## config.mk

```make
export PLATFORM = sky130hd
export DESIGN_NAME = if_fetch_stage
export DESIGN_NICKNAME = d
export VERILOG_FILES = /design/src/rtl/riscv_pkg.sv /design/src/rtl/ifid_pipe_reg.sv /design/src/rtl/if_fetch_stage.sv
export SDC_FILE = /design/constraint.sdc
export NUM_CORES = 1
export LEC_CHECK = 0
export CAP_MARGIN = 20
export CORE_MARGIN = 2
export CORE_UTILIZATION = 48
export CTS_BUF_LIST = sky130_fd_sc_hd__clkbuf_4
export DETAILED_ROUTE_END_ITERATION = 7
export GPL_TIMING_DRIVEN = 0
export PLACE_DENSITY = 0.93
export SYNTH_ARGS = -nofsm -noshare
export SYNTH_HDL_FRONTEND = slang
export SYNTH_HIERARCHICAL = 1
export SYNTH_SLANG_ARGS = --single-unit
```

## constraint.sdc

```tcl
create_clock -name clk -period 2.8 [get_ports clk]
set_input_delay 0.56 -clock clk [delete_from_list [all_inputs] [get_ports clk]]
set_output_delay 0.56 -clock clk [all_outputs]
set_load 0.03 [all_outputs]
```

## src/rtl/riscv_pkg.sv

```systemverilog
// riscv_pkg
// Shared definitions for the RV32I pipeline front end: datapath width,
// the canonical NOP encoding (ADDI x0,x0,0), the default boot PC and the
// IF/ID pipeline-register record.
package riscv_pkg;

    localparam int XLEN = 32;

    localparam logic [31:0]     NOP_INSTR        = 32'h0000_0013;
    localparam logic [XLEN-1:0] DEFAULT_RESET_PC = 32'h0000_0000;

    typedef struct packed {
        logic            valid;
        logic [XLEN-1:0] pc;
        logic [XLEN-1:0] pc_plus4;
        logic [31:0]     instr;
    } ifid_t;

endpackage

```

## src/rtl/ifid_pipe_reg.sv

```systemverilog
// ifid_pipe_reg
// IF/ID pipeline register between fetch and decode.
// Priority on each rising edge: rst > flush > hold > load.
//   rst   : valid=0, instr=NOP, pc=RESET_PC, pc_plus4=RESET_PC+4
//   flush : valid=0, instr=NOP, pc/pc_plus4 keep their values
//   hold  : everything keeps its value
//   load  : capture d_pc / d_pc_plus4 / d_instr with valid=1
// Ports:
//   clk, rst          clock, synchronous active-high reset
//   hold, flush       hazard stall, redirect flush
//   d_pc, d_pc_plus4  PC and link address of the word being fetched
//   d_instr           fetched instruction word
//   q_*               registered IF/ID contents
module ifid_pipe_reg
    import riscv_pkg::*;
#(
    parameter logic [XLEN-1:0] RESET_PC = DEFAULT_RESET_PC
) (
    input  logic            clk,
    input  logic            rst,
    input  logic            hold,
    input  logic            flush,
    input  logic [XLEN-1:0] d_pc,
    input  logic [XLEN-1:0] d_pc_plus4,
    input  logic [31:0]     d_instr,
    output logic            q_valid,
    output logic [XLEN-1:0] q_pc,
    output logic [XLEN-1:0] q_pc_plus4,
    output logic [31:0]     q_instr
);

    localparam logic [XLEN-1:0] RESET_PC_PLUS4 = RESET_PC + XLEN'(4);

    ifid_t r_ifid;

    always_ff @(posedge clk) begin
        if (rst) begin
            r_ifid.valid    <= 1'b0;
            r_ifid.pc       <= RESET_PC;
            r_ifid.pc_plus4 <= RESET_PC_PLUS4;
            r_ifid.instr    <= NOP_INSTR;
        end else if (flush) begin
            // Bubble: the PC fields are left alone because decode ignores
            // them while valid is low.
            r_ifid.valid <= 1'b0;
            r_ifid.instr <= NOP_INSTR;
        end else if (!hold) begin
            r_ifid.valid    <= 1'b1;
            r_ifid.pc       <= d_pc;
            r_ifid.pc_plus4 <= d_pc_plus4;
            r_ifid.instr    <= d_instr;
        end
    end

    assign q_valid    = r_ifid.valid;
    assign q_pc       = r_ifid.pc;
    assign q_pc_plus4 = r_ifid.pc_plus4;
    assign q_instr    = r_ifid.instr;

endmodule

```

## src/rtl/if_fetch_stage.sv

```systemverilog
// if_fetch_stage
// Instruction-fetch stage of the 5-stage RV32I pipeline. Owns the PC and
// the next-PC selection, drives the instruction-memory address straight
// from the PC register, and feeds the IF/ID register (ifid_pipe_reg).
// Per-edge priority: rst > redirect_valid > stall > sequential fetch.
// A redirect costs exactly one bubble and overrides a concurrent stall.
// Ports:
//   clk, rst                     clock, synchronous active-high reset
//   stall                        hazard hold of PC and IF/ID
//   redirect_valid, redirect_pc  EX-stage control-flow change and target
//   imem_addr, imem_rdata        instruction-memory address / returned word
//   ifid_valid, ifid_pc,
//   ifid_pc_plus4, ifid_instr    IF/ID register contents for decode
//   misalign_err                 sticky: some redirect target had bits[1:0]!=0
//   fetch_count                  (FETCH_PERF_CNT_EN only) valid-fetch count
// Build option: define FETCH_PERF_CNT_EN to add the fetch_count output.
module if_fetch_stage #(
    parameter int                  XLEN     = riscv_pkg::XLEN,
    parameter logic [XLEN-1:0]     RESET_PC = riscv_pkg::DEFAULT_RESET_PC
) (
    input  logic            clk,
    input  logic            rst,
    input  logic            stall,
    input  logic            redirect_valid,
    input  logic [XLEN-1:0] redirect_pc,
    output logic [XLEN-1:0] imem_addr,
    input  logic [31:0]     imem_rdata,
    output logic            ifid_valid,
    output logic [XLEN-1:0] ifid_pc,
    output logic [XLEN-1:0] ifid_pc_plus4,
    output logic [31:0]     ifid_instr,
    output logic            misalign_err
`ifdef FETCH_PERF_CNT_EN
    ,
    output logic [31:0]     fetch_count
`endif
);

    import riscv_pkg::*;

    logic [XLEN-1:0] r_pc;
    logic            r_misalign_err;
    logic [XLEN-1:0] w_pc_plus4;
    logic [XLEN-1:0] w_redirect_target;

    // Wraps modulo 2^XLEN with no flag.
    assign w_pc_plus4        = r_pc + XLEN'(4);
    // The target is forced to a word boundary; the low bits only feed
    // the sticky error flag.
    assign w_redirect_target = {redirect_pc[XLEN-1:2], 2'b00};

    always_ff @(posedge clk) begin
        if (rst) begin
            r_pc           <= RESET_PC;
            r_misalign_err <= 1'b0;
        end else if (redirect_valid) begin
            r_pc <= w_redirect_target;
            if (redirect_pc[1:0] != 2'b00) begin
                r_misalign_err <= 1'b1;
            end
        end else if (!stall) begin
            r_pc <= w_pc_plus4;
        end
    end

    ifid_pipe_reg #(
        .RESET_PC (RESET_PC)
    ) u_ifid (
        .clk        (clk),
        .rst        (rst),
        .hold       (stall),
        .flush      (redirect_valid),
        .d_pc       (r_pc),
        .d_pc_plus4 (w_pc_plus4),
        .d_instr    (imem_rdata),
        .q_valid    (ifid_valid),
        .q_pc       (ifid_pc),
        .q_pc_plus4 (ifid_pc_plus4),
        .q_instr    (ifid_instr)
    );

    assign imem_addr    = r_pc;
    assign misalign_err = r_misalign_err;

`ifdef FETCH_PERF_CNT_EN
    logic [31:0] r_fetch_count;

    // Counts exactly the edges on which IF/ID loads a real instruction.
    always_ff @(posedge clk) begin
        if (rst) begin
            r_fetch_count <= 32'd0;
        end else if (!redirect_valid && !stall) begin
            r_fetch_count <= r_fetch_count + 32'd1;
        end
    end

    assign fetch_count = r_fetch_count;
`endif

endmodule

```

==> impl_metrics.py <==
metrics = {
    "clocking": {
        "h-tree-depth": 4,
        "cts_made_buffers": 17,
        "hold_buffers": 0,
        "clkSinkCount": 128,
        "clk_pin_slew_ps": 110,
        "clkLatencyLatePin_ps": 560,
        "cts_tree": "done",
        "clock_path_buffers": 2,
        "cts_root_buf": "clkbuf_4",
    },
    "synth": {
        "synth-seq-cells": 128,
        "synth_area_leaders": "dfxtp_1 41%, or3b_1 8.2%, a21oi_1 6.1%",
        "ys.flop_type": "dfxtp_1",
        "ys_warn_count": 6,
        "synth_cell_types": 54,
        "syn_area_per_cell_um2": 8.61,
        "netlist_area_um2": 6200,
        "synth_async_sr_flop_share_pct": 0,
        "yosys.area.top_type": "dfxtp_1",
        "synth_top_area_share_pct": 41.3,
        "synth_edf_count": 0,
        "syn_inst": 721,
        "synth_seq_area_share_pct": 41.3,
    },
    "worst_setup_path": {
        "worstSetupStartpointType": "register",
        "critPathBufInv": 1,
        "crit_required_ps": 3280,
        "path_delay_family": "simple AND/OR/NAND/NOR gates",
        "path_max_fanout": 10,
        "cp-end-kind": "register",
        "path_cells": "nand4_2 > nor4_1 > clkbuf_2 > and3_1 > xor2_1 > or3b_2 > a21oi_1",
        "worstPathArrival_ps": 3120,
        "crit_type": "reg2reg",
        "critPathMaxStageDelay_ps": 560,
        "cpMaxStageDelayCell": "dfxtp_1",
    },
    "grt": {
        "track_usage_pct": 29.1,
        "top_usage_layer": "met2",
        "overflow": 0,
        "grtUsageMet1_pct": 35.6,
        "grt_max_degree": 17,
        "grt_antenna_before_repair": 1,
        "grt_pass1_wl_um": 32000,
        "grt_use_met2_pct": 48.0,
        "met3_usage_pct": 8.38,
        "grt_pass1_vias": 5965,
    },
    "timing": {
        "min_period_ps": 2640,
        "rsz0062_at_grt": "no",
        "drv_slew": 0,
        "tightest_slew_ps": 979,
        "setup_viol": 0,
        "max_freq_mhz": 378,
        "skew_ps": 11.7,
        "slew_headroom_pct": 34.1,
        "fin_crit_sh_pct": 94.4,
        "hold_viol_final": 0,
    },
    "cells_and_area": {
        "multi_input_area_um2": 3270,
        "final_cells": 1125,
        "drive_above_1_share_pct": 6.93,
        "fin_nets": 1009,
        "n_fill_cell": 992,
        "regArea_um2": 2560,
        "fin_area_um2": 8710,
        "syn_to_final_growth_pct": 40.5,
    },
    "placed_design": {
        "dp_hpwl_um": 15400,
        "place_area_um2": 8380,
        "numPortBuffers": 194,
        "gp_congestion": 0.940,
        "dp_cells": 1092,
    },
    "floorplan": {
        "core_area_um2": 12600,
        "fp.dieH_um": 118,
        "dieArea_um2": 13900,
        "dieWidth_um": 118,
        "initial_core_util_pct": 49.2,
        "rows": 41,
        "ios": 198,
    },
    "route": {
        "wl_per_cell_um": 18.2,
        "viasPerCell": 5.65,
        "firstDrtPassIters": 7,
        "vias": 6351,
        "drtIter0Drc": 625,
        "drc": 0,
        "wl_um": 20400,
        "antenna_left": 0,
    },
    "power_and_ir_drop": {
        "swShare_pct": 29.1,
        "peakVddDrop_v": 0.000253,
        "pwr-share-seq_pct": 47.7,
        "total_power_w": 0.00415,
        "power.leakage_nw": 3.13,
        "power_frac_clock_pct": 33.3,
        "comb_power_share_pct": 19.0,
        "p_int_w": 0.00294,
        "p_sw_w": 0.00121,
        "power_density_nw_per_um2": 477,
    },
    "status": {
        "outcome": "completed",
    },
    "min_path": {
        "hold_path_class": "in2reg",
    },
    "flow_run": {
        "maxCapViolations": 0,
    },
}
==> registers in the layout, summed over array words and instances (netlist names) <==
register           count
u_ifid/q_pc           32
u_ifid/q_instr        32
imem_addr             30
u_ifid/q_valid         1
misalign_err           1
u_ifid/q_pc_plus4     32
==> cells by family (layout without fill, tap and decap cells) <==
logic type | after synthesis | after routing | share of synthesized area [%]
buffers and inverters | 87 | 313 | 6.53
other | 1 | 7 | 0.0604
xor gates and xnor gates | 37 | 37 | 5.22
and+or+nand+nor | 248 | 248 | 24.2
AOI/OAI and AO/OA | 186 | 186 | 17.2
adders and majority gates | 1 | 1 | 0.202
muxes | 33 | 33 | 5.32
DFF | 128 | 128 | 41.3
==> path summary, 6_finish.rpt <==
| path | from | cells after the start | end | slack (ps) |
|---|---|---|---|---|
| worst max-delay path | imem_addr[9] | 7 | u_ifid/q_pc_plus4[31] | 160 |
| worst min-delay path | redirect_valid | 3 | u_ifid/q_pc[29] | 450 |
| worst max register to register | imem_addr[9] | 7 | u_ifid/q_pc_plus4[31] | 160 |
| worst min register to register | u_ifid/q_valid | 2 | u_ifid/q_valid | 460 |
==> placed cells by master (no fill, tap or decap), drive strengths merged, types with 3 or more instances in the layout <==
cell type and count:
o21ai 69, mux2i 33, nand2b 3, nor4 6, inv 15, o221ai 4, a211oi 9, xnor2 27
and2 5, nand2 32, clkdlybuf4s50 194, a21oi 76, and3 16, nor2b 3, or3b 63, a311oi 8
clkinv 7, clkbuf 66, or4 4, and4 5, nor3 9, or3 7, nand4 15, bufinv 4
buf 25, nor2 61, xor2 10, o31ai 3, a2111oi 5, dfxtp 128, nand3 12, conb 6
==> power by group through the flow <==
stage / Sequential [W] / Clock, W / Combinational, W
detailed placement: 0.00202 / 0 / 0.000776
global placement: 0.00202 / 0 / 0.000763
global route: 0.00199 / 0.00147 / 0.000833
finish: 0.00198 / 0.00138 / 0.000788
floorplan: 0.00214 / 0 / 0.000292
CTS: 0.00198 / 0.00140 / 0.000779
==> worst reg2reg max path: cells and delay by family (launching register included) <==
| family | cells | cell delay (ps) |
|---|---|---|
| buf+inv | 1 | 320 |
| xor+xnor | 1 | 140 |
| compound gates | 1 | 170 |
| simple gates | 4 | 1380 |
| flops | 1 | 560 |
==> cell type report <==
class                   instances  share of cell area [%]
repair buffers                195                    22.4
clock buffers                  18                    1.55
inverters                      15                   0.646
plain buffers                  72                    4.02
multi-input cells             511                    37.5
well taps                     172                    2.47
flip-flops and latches        128                    29.4
clock inverters                13                    1.95
diodes                          1                  0.0287
==> per-layer routing <==
metal	share of wire (%)	wire length, um	vias up
met3	9.5	1940	48
li1	-	-	3019
met4	2.7	544	0
met1	40	8210	2940
met2	48	9730	344
met5	0	0	-
==> synth_stat cells, types with 4 or more instances <==
master and number:
o221ai_1 4, mux2i_1 33, or3b_1 58, nor3_1 9, o21ai_0 69, nor4_1 5
buf_2 9, clkbuf_1 48, a21oi_1 76, a311oi_1 8, inv_1 15, buf_4 6
and2_1 4, nand3_1 11, nand4_1 14, buf_6 6, xnor2_1 27, and3_1 15
nor2_1 61, a2111oi_0 5, or3b_2 5, nand2_1 32, and4_1 4, dfxtp_1 128
or3_1 7, a211oi_1 9, or4_1 4, xor2_1 10
==> per-stage QoR <==
stage	hold WS, ps	setup TNS [ps]	setup slack, ps	util [%]
2_1_floorplan	571	0	376	-
3_3_place_gp	438	0	12.8	66.4
3_5_place_dp	442	-30.1	-19.3	66.4
4_1_cts	429	0	2.81	68.9
5_1_grt	480	0	7.96	69.1
6_report	454	0	157	69.1
==> repair_timing <==
action	4_1_cts	5_1_grt
pin swaps	0	1
endpoints found under the setup margin	2	9
cloned	0	0
endpoints found under the hold margin	0	0
setup buffers	0	1
gates resized for setup	1	5
Note: power is estimated with default switching activity, not from simulation.
